<file path="src/rtl/ivn_pkg.sv">
// ivn_pkg: definitions shared by the iterated von Neumann extractor (ivn_top)
// and the word packer (ivn_packer).
//   IVN_LANES    : number of extractor iteration levels (one bit per level).
//   ivn_lvl_t    : 6-bit per-level vector type (bits or valids).
//   ivn_popcount : number of set bits in a level vector (0..6).
package ivn_pkg;

    localparam int IVN_LANES = 6;

    typedef logic [IVN_LANES-1:0] ivn_lvl_t;

    function automatic logic [2:0] ivn_popcount(input ivn_lvl_t v);
        logic [2:0] c;
        c = '0;
        for (int i = 0; i < IVN_LANES; i++) begin
            c = c + {2'b00, v[i]};
        end
        return c;
    endfunction

endpackage

</file>
<file path="src/rtl/ivn_packer_if.sv">
// ivn_packer_if: the extractor-side input bundle and the word-side
// ready/valid output bundle of ivn_packer.
//   s_vn, s_vn_valid : extractor bits and per-level valids (no back-pressure).
//   out_data         : head-of-FIFO word, registered.
//   out_valid        : FIFO non-empty, registered.
//   out_ready        : consumer accept.
// Handshake: a word transfers on a rising edge where out_valid & out_ready
// are both 1; out_valid never depends on out_ready, and out_data is stable
// while out_valid is 1 and out_ready is 0.
// Modports: master = environment (extractor + consumer), slave = packer.
interface ivn_packer_if #(
    parameter int WORD_W = 32
);
    import ivn_pkg::*;

    ivn_lvl_t          s_vn;
    ivn_lvl_t          s_vn_valid;
    logic [WORD_W-1:0] out_data;
    logic              out_valid;
    logic              out_ready;

    modport master (
        output s_vn, s_vn_valid, out_ready,
        input  out_data, out_valid
    );

    modport slave (
        input  s_vn, s_vn_valid, out_ready,
        output out_data, out_valid
    );

endinterface

</file>
<file path="src/rtl/ivn_packer_fifo.sv">
// ivn_packer_fifo: synchronous FIFO with a registered head word.
//   clk, reset  : clock, synchronous active-high reset.
//   wr_en/wr_data : push request; accepted when not full or when a pop
//                   happens in the same cycle.
//   rd_en       : pop request; effective when not empty.
//   rd_data     : registered head word; holds its last value when empty.
//   rd_valid    : registered non-empty flag.
//   full, empty : occupancy flags.
module ivn_packer_fifo #(
    parameter int W     = 32,
    parameter int DEPTH = 4
) (
    input  logic         clk,
    input  logic         reset,
    input  logic         wr_en,
    input  logic [W-1:0] wr_data,
    input  logic         rd_en,
    output logic [W-1:0] rd_data,
    output logic         rd_valid,
    output logic         full,
    output logic         empty
);

    localparam int AW = $clog2(DEPTH);
    localparam int CW = $clog2(DEPTH + 1);

    logic [W-1:0]  mem_q [DEPTH];
    logic [W-1:0]  mem_d [DEPTH];
    logic [AW-1:0] wr_ptr_q, wr_ptr_d;
    logic [AW-1:0] rd_ptr_q, rd_ptr_d;
    logic [CW-1:0] count_q, count_d;
    logic [W-1:0]  head_q, head_d;
    logic          valid_q, valid_d;
    logic          push, pop;
    logic [AW-1:0] rd_ptr_nx;

    assign full     = (count_q == CW'(DEPTH));
    assign empty    = (count_q == '0);
    assign rd_data  = head_q;
    assign rd_valid = valid_q;

    always_comb begin
        pop       = rd_en & ~empty;
        // A pop frees a slot this cycle, so a push into a full FIFO is fine.
        push      = wr_en & (~full | pop);
        rd_ptr_nx = rd_ptr_q + AW'(1);

        mem_d    = mem_q;
        wr_ptr_d = wr_ptr_q;
        rd_ptr_d = rd_ptr_q;
        count_d  = count_q;
        head_d   = head_q;

        if (push) begin
            mem_d[wr_ptr_q] = wr_data;
            wr_ptr_d        = wr_ptr_q + AW'(1);
        end
        if (pop) begin
            rd_ptr_d = rd_ptr_nx;
        end
        count_d = count_q + CW'(push) - CW'(pop);

        // The head register tracks mem[rd_ptr]. When the FIFO is (or becomes)
        // a single-entry pass-through, the new word goes straight to the head.
        if (pop) begin
            if (count_q == CW'(1)) begin
                if (push) begin
                    head_d = wr_data;
                end
            end else begin
                head_d = mem_q[rd_ptr_nx];
            end
        end else if (empty && push) begin
            head_d = wr_data;
        end

        valid_d = (count_d != '0);
    end

    always_ff @(posedge clk) begin
        if (reset) begin
            wr_ptr_q <= '0;
            rd_ptr_q <= '0;
            count_q  <= '0;
            head_q   <= '0;
            valid_q  <= 1'b0;
        end else begin
            wr_ptr_q <= wr_ptr_d;
            rd_ptr_q <= rd_ptr_d;
            count_q  <= count_d;
            head_q   <= head_d;
            valid_q  <= valid_d;
        end
    end

    // Storage needs no reset: entries are only read after being written.
    always_ff @(posedge clk) begin
        mem_q <= mem_d;
    end

endmodule

</file>
<file path="src/rtl/ivn_packer.sv">
// ivn_packer: packs the compacted von Neumann extractor bits into WORD_W-bit
// words (LSB-first) and queues them in a small FIFO drained by ready/valid.
//   clk, reset : clock, synchronous active-high reset.
//   bus        : ivn_packer_if.slave (s_vn, s_vn_valid in; out_data,
//                out_valid out; out_ready in).
//   overflow   : sticky, set when a completed word is dropped on a full FIFO.
//   drop_count : 16-bit saturating count of dropped words; present only when
//                the macro IVN_PACKER_STATS_EN is defined.
module ivn_packer
    import ivn_pkg::*;
#(
    parameter int WORD_W = 32,
    parameter int DEPTH  = 4
) (
    input  logic          clk,
    input  logic          reset,
    ivn_packer_if.slave   bus,
    output logic          overflow
`ifdef IVN_PACKER_STATS_EN
   ,output logic [15:0]   drop_count
`endif
);

    localparam int ACC_W  = WORD_W + IVN_LANES;
    localparam int FILL_W = $clog2(WORD_W + IVN_LANES + 1);

    logic [ACC_W-1:0]  acc_q, acc_d;
    logic [FILL_W-1:0] fill_q, fill_d;
    logic              overflow_q, overflow_d;

    ivn_lvl_t          comp;
    logic [2:0]        idx;
    logic [2:0]        n;
    logic [FILL_W-1:0] total;
    logic [ACC_W-1:0]  merged;
    logic              word_done;
    logic [WORD_W-1:0] word;
    logic              fifo_full, fifo_empty;
    logic              pop, drop;

    always_comb begin
        // Compaction: valid bits packed towards bit 0 in ascending level order.
        comp = '0;
        idx  = '0;
        for (int i = 0; i < IVN_LANES; i++) begin
            if (bus.s_vn_valid[i]) begin
                comp[idx] = bus.s_vn[i];
                idx       = idx + 3'd1;
            end
        end
        n = ivn_popcount(bus.s_vn_valid);

        // Bits of acc at and above fill are always zero, so OR-ing in place
        // appends the new bits.
        total     = fill_q + FILL_W'(n);
        merged    = acc_q | (ACC_W'(comp) << fill_q);
        word_done = (total >= FILL_W'(WORD_W));
        word      = merged[WORD_W-1:0];

        acc_d  = merged;
        fill_d = total;
        if (word_done) begin
            acc_d  = merged >> WORD_W;
            fill_d = total - FILL_W'(WORD_W);
        end

        pop        = bus.out_ready & ~fifo_empty;
        drop       = word_done & fifo_full & ~pop;
        overflow_d = overflow_q | drop;
    end

    always_ff @(posedge clk) begin
        if (reset) begin
            acc_q      <= '0;
            fill_q     <= '0;
            overflow_q <= 1'b0;
        end else begin
            acc_q      <= acc_d;
            fill_q     <= fill_d;
            overflow_q <= overflow_d;
        end
    end

    assign overflow = overflow_q;

    ivn_packer_fifo #(
        .W     (WORD_W),
        .DEPTH (DEPTH)
    ) u_fifo (
        .clk      (clk),
        .reset    (reset),
        .wr_en    (word_done),
        .wr_data  (word),
        .rd_en    (bus.out_ready),
        .rd_data  (bus.out_data),
        .rd_valid (bus.out_valid),
        .full     (fifo_full),
        .empty    (fifo_empty)
    );

`ifdef IVN_PACKER_STATS_EN
    logic [15:0] drop_cnt_q, drop_cnt_d;

    always_comb begin
        drop_cnt_d = drop_cnt_q;
        if (drop && (drop_cnt_q != 16'hFFFF)) begin
            drop_cnt_d = drop_cnt_q + 16'd1;
        end
    end

    always_ff @(posedge clk) begin
        if (reset) begin
            drop_cnt_q <= '0;
        end else begin
            drop_cnt_q <= drop_cnt_d;
        end
    end

    assign drop_count = drop_cnt_q;
`endif

endmodule

</file>
<file path="src/flat_wrapper.sv">
// flat-port wrapper written by rule: the top's interface ports become plain ports
module ivn_packer_flat import ivn_pkg::*;
#(
    parameter int WORD_W = 32,
    parameter int DEPTH  = 4
)
  (clk, reset, overflow, bus_s_vn, bus_s_vn_valid, bus_out_ready, bus_out_data, bus_out_valid);
  ivn_packer_if #(.WORD_W(WORD_W)) bus_i ();
  input  logic clk;
  input  logic reset;
  output logic overflow;
  input wire logic [$bits(bus_i.s_vn)-1:0] bus_s_vn;
  input wire logic [$bits(bus_i.s_vn_valid)-1:0] bus_s_vn_valid;
  input wire logic [$bits(bus_i.out_ready)-1:0] bus_out_ready;
  output wire logic [$bits(bus_i.out_data)-1:0] bus_out_data;
  output wire logic [$bits(bus_i.out_valid)-1:0] bus_out_valid;
  assign bus_i.s_vn = bus_s_vn;
  assign bus_i.s_vn_valid = bus_s_vn_valid;
  assign bus_i.out_ready = bus_out_ready;
  assign bus_out_data = bus_i.out_data;
  assign bus_out_valid = bus_i.out_valid;
  ivn_packer #(.WORD_W(WORD_W), .DEPTH(DEPTH)) u_core (.clk(clk), .reset(reset), .bus(bus_i), .overflow(overflow));
endmodule
</file>
<file path="config.mk">
export PLATFORM = sky130hd
export DESIGN_NAME = ivn_packer_flat
export DESIGN_NICKNAME = d
export VERILOG_FILES = /design/src/rtl/ivn_pkg.sv /design/src/rtl/ivn_packer_if.sv /design/src/rtl/ivn_packer_fifo.sv /design/src/rtl/ivn_packer.sv /design/src/flat_wrapper.sv
export SDC_FILE = /design/constraint.sdc
export NUM_CORES = 1
export LEC_CHECK = 0
export ABC_AREA = 1
export CORE_MARGIN = 2
export CORE_UTILIZATION = 39
export DETAILED_ROUTE_END_ITERATION = 10
export SYNTH_ARGS = -nofsm -noshare
export SYNTH_HDL_FRONTEND = slang
export SYNTH_HIERARCHICAL = 1
export SYNTH_SLANG_ARGS = --single-unit
</file>
<file path="constraint.sdc">
create_clock -name clk -period 7.8 [get_ports clk]
set_input_delay 1.17 -clock clk [delete_from_list [all_inputs] [get_ports clk]]
set_output_delay 1.17 -clock clk [all_outputs]
set_load 0.01 [all_outputs]
</file>
**Word level (Yosys, flattened, before mapping)**

Index checks and enable logic that the tools add are counted.

- Bits in registers: 213
- Input port bits: 15
- Output and inout port bits: 34
- Logic and storage cells: 108

- $add $sub $neg: 15
- Magnitude comparators: 14
- Eq/ne operators: 3
- Shift operators: 1
- Muxes and demuxes: 38
- Bitwise gates (word level): 12
- Reductions and logical operators: 12

Operators with widths:

| cell | count |
|---|---|
| 2-to-1 mux 32 bit | 7 |
| bitwise mux 128 bit | 1 |
| binary-select mux 32 bit (select 2 bit) | 1 |
| demux 32 bit (select 2 bit) | 1 |
| 2-to-1 mux 6 bit | 7 |
| OR 38 bit | 1 |
| << shifter 6 x 6 -> 38 bit | 1 |
| bitwise mux 6 bit | 5 |
| less-than comparator 3 x 4 -> 1 bit, second input constant | 4 |
| adder 3 x 1 -> 3 bit | 5 |
| demux 1 bit (select 3 bit) | 5 |
| greater-or-equal comparator 3 x 1 -> 1 bit, second input constant | 4 |
| 2-to-1 mux 3 bit | 4 |
| adder 3 x 1 -> 3 bit, second input constant | 3 |
| logical AND 1 bit | 7 |
| 2-to-1 mux 1 bit | 7 |
| adder 6 x 3 -> 6 bit | 1 |
| greater-or-equal comparator 3 bit, second input constant | 2 |
| greater-or-equal comparator 6 bit, second input constant | 1 |
| inverter 2 -> 3 bit | 2 |
| subtractor 6 bit, second input constant | 1 |
| adder 2 x 1 -> 2 bit, second input constant | 2 |
| AND 1 bit | 4 |
| less-than comparator 1 x 4 -> 1 bit, second input constant | 1 |
| other kinds (15) | 18 |

**Longest topological paths before layout**

Gate-level depths: netlist (run 1).

- Depth in word-level cells: 20
- Depth in mapped cells: 27
- Mapped depth without buffers: 27

**Hierarchy**

Netlist (run 1), hierarchy kept.

Modules (own cells, without submodules):

| module | instances | cells each | area an instance (µm²) | sequential area each (µm²) |
|---|---|---|---|---|
| ivn_packer_fifo | 1 | 813 | 7,347.0 | 4,644.5 |
| ivn_packer | 1 | 477 | 3,179.3 | 900.9 |

**Least setup slack after synthesis (run 1)**

OpenSTA, ideal clock, no wires.

- Path type: input port to flip-flop
- From: in bus_s_vn_valid[0]
- To: reg u_core/u_fifo/mem_q[0] in the netlist's numbering (enable)
- Data arrival time: 4.718 ns
- Required time: 7.379 ns
- Path slack: 2.661 ns
- Stages: 12
- Cells stage by stage: fa_1 > inv_1 > fa_1 > fa_1 > inv_1 > a31oi_1 > or2_1 > nor2_1 > xor2_1 > inv_2 > nand2_1 > nor2_1

- Word-level cells in the longest chain between the ends: 8

RTL lines:

| item | line | RTL |
|---|---|---|
| from (decl) | flat_wrapper.sv:13 | `input wire logic [$bits(bus_i.s_vn_valid)-1:0] bus_s_vn_valid;` |
| adder 1 x 1 -> 2 bit | ivn_pkg.sv:16 | `c = c + {2'b00, v[i]};` |
| adder 3 x 1 -> 3 bit (4 in a row) | ivn_pkg.sv:16 |  |
| adder 6 x 3 -> 6 bit | ivn_packer.sv:55 | `total = fill_q + FILL_W'(n);` |
| greater-or-equal comparator 6 bit | ivn_packer.sv:57 | `word_done = (total >= FILL_W'(WORD_W));` |
| named net u_core.word_done | ivn_packer.sv:36 | `logic word_done;` |
| AND 1 bit | ivn_packer_fifo.sv:45 | `push = wr_en & (~full \| pop);` |
| to (signal assigned) | ivn_packer_fifo.sv:98 | `mem_q <= mem_d;` |
| to (decl) | ivn_packer_fifo.sv:27 | `logic [W-1:0] mem_q [DEPTH];` |

The timed path passes the listed nets, and every way through them passes these cells.
A chain may end at the register's enable or synchronous reset.

**Final worst setup path (run 1)**

- From: in bus_s_vn_valid[0]
- To: reg u_core.u_fifo.valid_q (netlist: u_core/u_fifo/rd_valid)

- Word-level cells in the longest chain between the ends: 11

RTL lines:

| item | line | RTL |
|---|---|---|
| adder 1 x 1 -> 2 bit | ivn_pkg.sv:16 |  |
| adder 3 x 1 -> 3 bit (4 in a row) | ivn_pkg.sv:16 |  |
| adder 6 x 3 -> 6 bit | ivn_packer.sv:55 |  |
| greater-or-equal comparator 6 bit | ivn_packer.sv:57 |  |
| named net u_core.word_done | ivn_packer.sv:36 |  |
| AND 1 bit | ivn_packer_fifo.sv:45 |  |
| adder 3 x 1 -> 3 bit | ivn_packer_fifo.sv:61 | `count_d = count_q + CW'(push) - CW'(pop);` |
| subtractor 3 x 1 -> 3 bit | ivn_packer_fifo.sv:61 |  |
| named net u_core.u_fifo.count_d[1] | ivn_packer_fifo.sv:31 | `logic [CW-1:0] count_q, count_d;` |
| nonzero test 3 bit | ivn_packer_fifo.sv:77 | `valid_d = (count_d != '0);` |
| to (signal assigned) | ivn_packer_fifo.sv:92 | `valid_q <= valid_d;` |
| to (decl) | ivn_packer_fifo.sv:33 | `logic valid_q, valid_d;` |

The timed path passes the listed nets, and every way through them passes these cells.

==> results.json, run 1 <==
{
  "status": "completed",
  "area_growth_pct": 13.98,
  "finalCritPeriodShare_pct": 64.03,
  "tightestPinTransition_ns": 1.034,
  "async_flop_share_pct": 0,
  "synth_top_family_by_area": "simple AND/OR/NAND/NOR gates",
  "cts_resized": 0,
  "yosys.cell_count.top_type": "nand2_1",
  "synthTopCellsByCount": "nand2_1, inv_1, edfxtp_1",
  "min_period_ns": 4.994,
  "setup_tns_ns": 0,
  "syn_area_per_cell_um2": 8.160,
  "cts.clk_slew.worst_paths_ns": 0.06,
  "rr_worst_depth": 19,
  "h-tree-depth": 1,
  "drt_iter0_markers": 454,
  "slew_headroom_pct": 30.83,
  "powerDensity_nw_per_um2": 337.8,
  "synth-edff-count": 128,
  "slew_viol_final": 0,
  "die-area_um2": 28320,
  "first_pass_iters": 5,
  "synth_top_flop_cell": "edfxtp_1",
  "overflow": 0,
  "track_usage_pct": 16.99,
  "hold_buffers": 0,
  "clk_latency_ns": 0.52,
  "holdPathStages": 2,
  "rrSetupSlack_ns": 3.84,
  "drive_above_1_share_pct": 9.084,
  "wirelength_mm": 23.71,
  "drt-wirelength-per-cell_um": 14.08,
  "min_path_type": "flop to flop",
  "cts_root_buf": "clkbuf_16",
  "post-route-drc-count": 0,
  "synth_top_area_share_pct": 36.51,
  "ys_types": 44,
  "grt_pass1_vias": 7671,
  "clock-sinks": 213,
  "gp_congestion": 0.8562,
  "synthCells": 1290,
  "internal_power_mw": 2.549,
  "total_power_mw": 4.053,
  "max_freq_ghz": 0.2002,
  "clk_path_buf_depth": 3,
  "die-height_um": 168.3,
  "ir_drop_uv": 180.0,
  "cts_buffers": 25,
  "via_per_inst": 4.730,
  "crit_arrival_ns": 5.40,
  "final_nets": 1358,
  "yosysSeqAreaShare_pct": 52.68,
  "fin_skew_ns": 0.01278,
  "grt_pass1_wl_mm": 38.76,
  "cp.required_ns": 8.21,
  "initial_core_util_pct": 39.39,
  "power_frac_comb_pct": 34.7,
  "p_clk_share_pct": 27.5,
  "grt_max_degree": 68,
  "netlist_area_um2": 10530,
  "startpoint_type": "primary input",
  "io_buffer_count": 48,
  "rows": 60,
  "p_switching_mw": 1.504,
  "synth_simple_gate_area_share_pct": 30.58,
  "hold_violations": 0,
  "synth_top_cell_by_area": "edfxtp_1",
  "end_kind": "flop",
  "yosysWarnings": 6,
  "via_count": 7966,
  "max_cap_violations": 0,
  "core_um2": 26730,
  "rsz0062_at_grt": "false",
  "ant_nets": 0,
  "synth_xor_area_share_pct": 0.08320,
  "synth_area_leaders": "edfxtp_1, nand2_1, dfxtp_1, inv_1, nor2_1",
  "ys_ff_latch": 213,
  "switching_share_pct": 37.11,
  "post_cts_buffers": 0,
  "synthAdderAreaFrac_pct": 2.686,
  "synthMuxAreaShare_pct": 0,
  "synth_nets": 1324,
  "path_max_fanout": 7,
  "cts_tree": "done",
  "hpwl_mm": 14.48,
  "p_leak_nw": 5.312,
  "antennaDiodeCount": 0,
  "antenna_found_initial": 0,
  "die_w_um": 168.3,
  "critPathKind": "primary input to flop",
  "setup_violations": 0,
  "top_level_ports": 49,
  "synth-compound-area-share_pct": 5.361,
  "seqPwrFrac_pct": 37.8
}
## per-layer routing
| layer | track usage, % | vias up | wire (µm) |
|---|---|---|---|
| li1 | - | 4132 | - |
| met5 | 0 | - | 0 |
| met4 | 3.411 | 0 | 321 |
| met3 | 2.304 | 25 | 1165 |
| met2 | 30.29 | 168 | 11520 |
| met1 | 22.14 | 3641 | 10710 |
## logic make-up (layout without fill, tap and decap cells)
| family | count (synthesis) | after routing |
|---|---|---|
| other | 1 | 1 |
| adder cells (fa/ha/maj) | 19 | 19 |
| buffers and inverters | 208 | 261 |
| AO/OA/AOI/OAI | 95 | 95 |
| AND/OR/NAND/NOR | 753 | 753 |
| XOR/XNOR | 1 | 1 |
| flip-flops | 213 | 213 |
## placed cells by master, fill, tap and decap left out, types with 3 or more instances in the layout
cell type        count
nand2_1            511
inv_1              152
edfxtp_1           128
nor2_1              95
dfxtp_1             84
a21oi_1             63
nand3_1             58
clkdlybuf4s50_1     48
clkbuf_16           25
nand2_2             25
nand4_1             23
ha_1                13
o21ai_0             11
nor2_2              10
buf_4                9
nand3_2              8
nand2_4              8
clkbuf_1             6
fa_1                 6
inv_2                5
nand3b_1             5
clkinv_1             4
clkbuf_8             4
nor2_4               4
o21ai_2              4
clkinv_2             3
## path summary, 6_finish.rpt
check                              start                           endpoint
min reg2reg  u_core/acc_q[30]$_SDFF_PP0_        u_core/acc_q[30]$_SDFF_PP0_
max reg2reg  u_core/fill_q[0]$_SDFF_PP0_  u_core/u_fifo/rd_valid$_SDFF_PP0_
max                    bus_s_vn_valid[0]  u_core/u_fifo/rd_valid$_SDFF_PP0_
min          u_core/acc_q[30]$_SDFF_PP0_        u_core/acc_q[30]$_SDFF_PP0_
## cell type report
class / count / area, µm²
Timing Repair Buffer: 57 / 548.0
Inverter: 158 / 593.1
Sequential cell: 213 / 5547
Clock buffer: 35 / 703.2
Tap cell: 341 / 426.7
Multi-Input combinational cell: 869 / 4089
Clock inverter: 11 / 91.34
Fill cell: 2620 / 14730
## power by group through the flow
stage | logic, mW | registers, mW | clock network, mW
final | 1.41 | 1.53 | 1.11
after global routing | 1.61 | 1.55 | 1.19
after CTS | 1.42 | 1.53 | 1.14
after detailed placement | 1.41 | 1.56 | 0
after global placement | 1.39 | 1.55 | 0
after floorplan | 1.06 | 1.52 | 0
## worst max-delay path, stage by stage
cell	delay, ns
clkdlybuf4s50_1	0.50
fa_1	0.56
inv_1	0.05
fa_1	0.44
fa_1	0.42
inv_1	0.07
a31oi_1	0.09
or2_1	0.23
nor2_1	0.12
xor2_1	0.27
inv_2	0.07
nand2_1	0.24
inv_1	0.11
nand2_1	0.07
nand2_1	0.05
ha_1	0.19
fa_1	0.42
inv_1	0.09
nand4_1	0.10
nand2_1	0.07
inv_1	0.05
## through the flow
stage | std cells | hold WS [ns] | cell area, µm² | worst slack (ns) | util [%]
6_report | 1684 | 0.4536 | 12000 | 2.806 | 44.89
5_1_grt | 1684 | 0.4712 | 12000 | 2.464 | 44.89
3_3_place_gp | 1638 | 0.4429 | 11200 | 2.309 | 41.92
2_1_floorplan | 1290 | 0.4359 | 10530 | 2.661 | -
3_5_place_dp | 1638 | 0.4468 | 11200 | 2.249 | 41.92
4_1_cts | 1684 | 0.4558 | 12000 | 2.784 | 44.89
## sequential cells by signal, indices dropped and copies added (netlist names)
| register | count |
|---|---|
| u_core/acc_q | 38 |
| u_core/fill_q | 6 |
| u_core/overflow | 1 |
| u_core/u_fifo/count_q | 3 |
| u_core/u_fifo/mem_q | 128 |
| u_core/u_fifo/rd_data | 32 |
| u_core/u_fifo/rd_ptr_q | 2 |
| u_core/u_fifo/rd_valid | 1 |
| u_core/u_fifo/wr_ptr_q | 2 |
Note: power is estimated with default switching activity, not from simulation.
==> run 2: changes to the inputs <==
Clock period 7.8 ns to 4.1 ns, I/O delays scaled along.
==> results.json, run 2 (synthesized netlist as in run 1, its figures left out) <==
{
  "antenna_found_initial": 0,
  "startpoint_type": "primary input",
  "h-tree-depth": 1,
  "rsz0062_at_grt": "true",
  "cts_root_buf": "clkbuf_16",
  "power_frac_comb_pct": 39.6,
  "ant_nets": 0,
  "ir_drop_uv": 286.8,
  "tightestPinTransition_ns": 1.157,
  "fin_skew_ns": 0.009312,
  "hold_violations": 0,
  "final_cell_mix": "nand2_1, inv_1, edfxtp_1",
  "area_growth_pct": 20.08,
  "use_met3_pct": 2.327,
  "hold_ws_ns": 0.4533,
  "core_um2": 26730,
  "place_area_um2": 11780,
  "rrSetupSlack_ns": 0.50,
  "setup_tns_ns": 0,
  "nFillCells": 2567,
  "clock-sinks": 213,
  "seqPwrFrac_pct": 36.5,
  "path_max_fanout": 3,
  "cp.required_ns": 4.56,
  "r2r_end": "u_core/u_fifo/rd_valid$_SDFF_PP0_",
  "drt-wirelength-per-cell_um": 13.86,
  "switching_share_pct": 37.44,
  "finalCritPeriodShare_pct": 95.00,
  "p_switching_mw": 2.925,
  "max_cap_violations": 0,
  "critPathKind": "primary input to flop",
  "slew_viol_final": 0,
  "die_w_um": 168.3,
  "rr_worst_depth": 19,
  "final_common_cell": "nand2_1",
  "crit_arrival_ns": 4.35,
  "overflow": 0,
  "setup_violations": 0,
  "min_period_ns": 3.895,
  "slew_headroom_pct": 22.56,
  "reg2reg_from": "u_core/fill_q[0]$_SDFF_PP0_",
  "cts_buffers": 23,
  "finalInstanceArea_um2": 12640,
  "gp_congestion": 0.8210,
  "place_ws_ns": -0.4858,
  "max_flop_register": "u_core/u_fifo/mem_q",
  "min_path_type": "flop to flop",
  "initial_core_util_pct": 39.39,
  "top_level_ports": 49,
  "grt.busiest_layer": "met2",
  "post-route-drc-count": 0,
  "clk_path_buf_depth": 3,
  "drive_above_1_share_pct": 15.83,
  "die-area_um2": 28320,
  "wirelength_mm": 24.34,
  "hold_buffers": 0,
  "drt_iter0_markers": 530,
  "die-height_um": 168.3,
  "first_pass_iters": 5,
  "via_count": 8233,
  "grt_pass1_wl_mm": 39.69,
  "final_cells": 1756,
  "powerDensity_nw_per_um2": 618.1,
  "total_power_mw": 7.813,
  "p_clk_share_pct": 23.9,
  "status": "completed",
  "max_freq_ghz": 0.2567,
  "fin_ws_ns": 0.2048,
  "clk_latency_ns": 0.51,
  "largest_reg_flops": 128,
  "crit_end": "u_core/u_fifo/rd_valid$_SDFF_PP0_",
  "p_leak_nw": 5.682,
  "antennaDiodeCount": 0,
  "track_usage_pct": 17.43,
  "io_buffer_count": 48,
  "internal_power_mw": 4.888,
  "grt_pass1_vias": 7628,
  "cts.clk_slew.worst_paths_ns": 0.06,
  "rows": 60,
  "final_nets": 1432,
  "final_core_util_pct": 47.29,
  "dp_cells": 1707,
  "end_kind": "flop",
  "hpwl_mm": 15.40,
  "via_per_inst": 4.688,
  "use_met2_pct": 29.65,
  "grt_max_degree": 67,
  "crit_path_start": "bus_s_vn_valid[3]",
  "cts_tree": "done",
  "use_met1_pct": 23.64
}
==> run 2: final cells by class <==
type / count / area [µm²] / area share [%]
Multi-Input combinational cell: 869 / 4220 / 33.39
Inverter: 158 / 593.1 / 4.692
Clock inverter: 7 / 37.54 / 0.2970
Tap cell: 341 / 426.7 / 3.376
Timing Repair Buffer: 133 / 1186 / 9.384
Sequential cell: 213 / 5545 / 43.87
Clock buffer: 35 / 630.6 / 4.989
==> run 2: how the worst min path moves through the flow <==
stage                                startpoint                     endpoint  slack, ns  depth (start not counted)
floorplan           u_core/acc_q[10]$_SDFF_PP0_  u_core/acc_q[10]$_SDFF_PP0_       0.44                          2
global placement    u_core/acc_q[10]$_SDFF_PP0_  u_core/acc_q[10]$_SDFF_PP0_       0.44                          2
global route         u_core/acc_q[6]$_SDFF_PP0_   u_core/acc_q[6]$_SDFF_PP0_       0.48                          2
finish              u_core/acc_q[15]$_SDFF_PP0_  u_core/acc_q[15]$_SDFF_PP0_       0.45                          2
detailed placement  u_core/acc_q[27]$_SDFF_PP0_  u_core/acc_q[27]$_SDFF_PP0_       0.45                          2
CTS                 u_core/acc_q[27]$_SDFF_PP0_  u_core/acc_q[27]$_SDFF_PP0_       0.46                          2
==> run 2: power groups by stage <==
stage	clock [mW]	combinational [mW]	sequential, mW
floorplan	0	2.02	2.88
global placement	0	2.99	2.89
detailed placement	0	3.02	2.89
CTS	1.92	3.04	2.85
global route	2.01	3.49	2.88
finish	1.87	3.09	2.85
==> run 2: layer usage <==
metal | wire (µm) | vias to the layer above
met5 | 0 | -
met4 | 478 | 0
met3 | 847 | 31
met2 | 11640 | 133
met1 | 11370 | 3788
li1 | - | 4281
==> run 2: repair_timing <==
item                                    4_1_cts  5_1_grt
endpoints found under the setup margin        0       96
buffers inserted                              0        7
gates resized for setup                       0       38
==> run 2: critical path: stages <==
cell and delay [ns]:
clkdlybuf4s50_1 0.44, fa_1 0.49, inv_1 0.05, fa_1 0.45, fa_2 0.35, inv_1 0.06, a31oi_1 0.09, or2_1 0.24
nor2_2 0.15, xor2_2 0.19, inv_2 0.06, nand2_1 0.09, inv_1 0.06, nand2_1 0.05, nand2_1 0.05, ha_1 0.19
fa_2 0.51, inv_1 0.05, nand4_1 0.08, nand2_1 0.05, inv_1 0.06
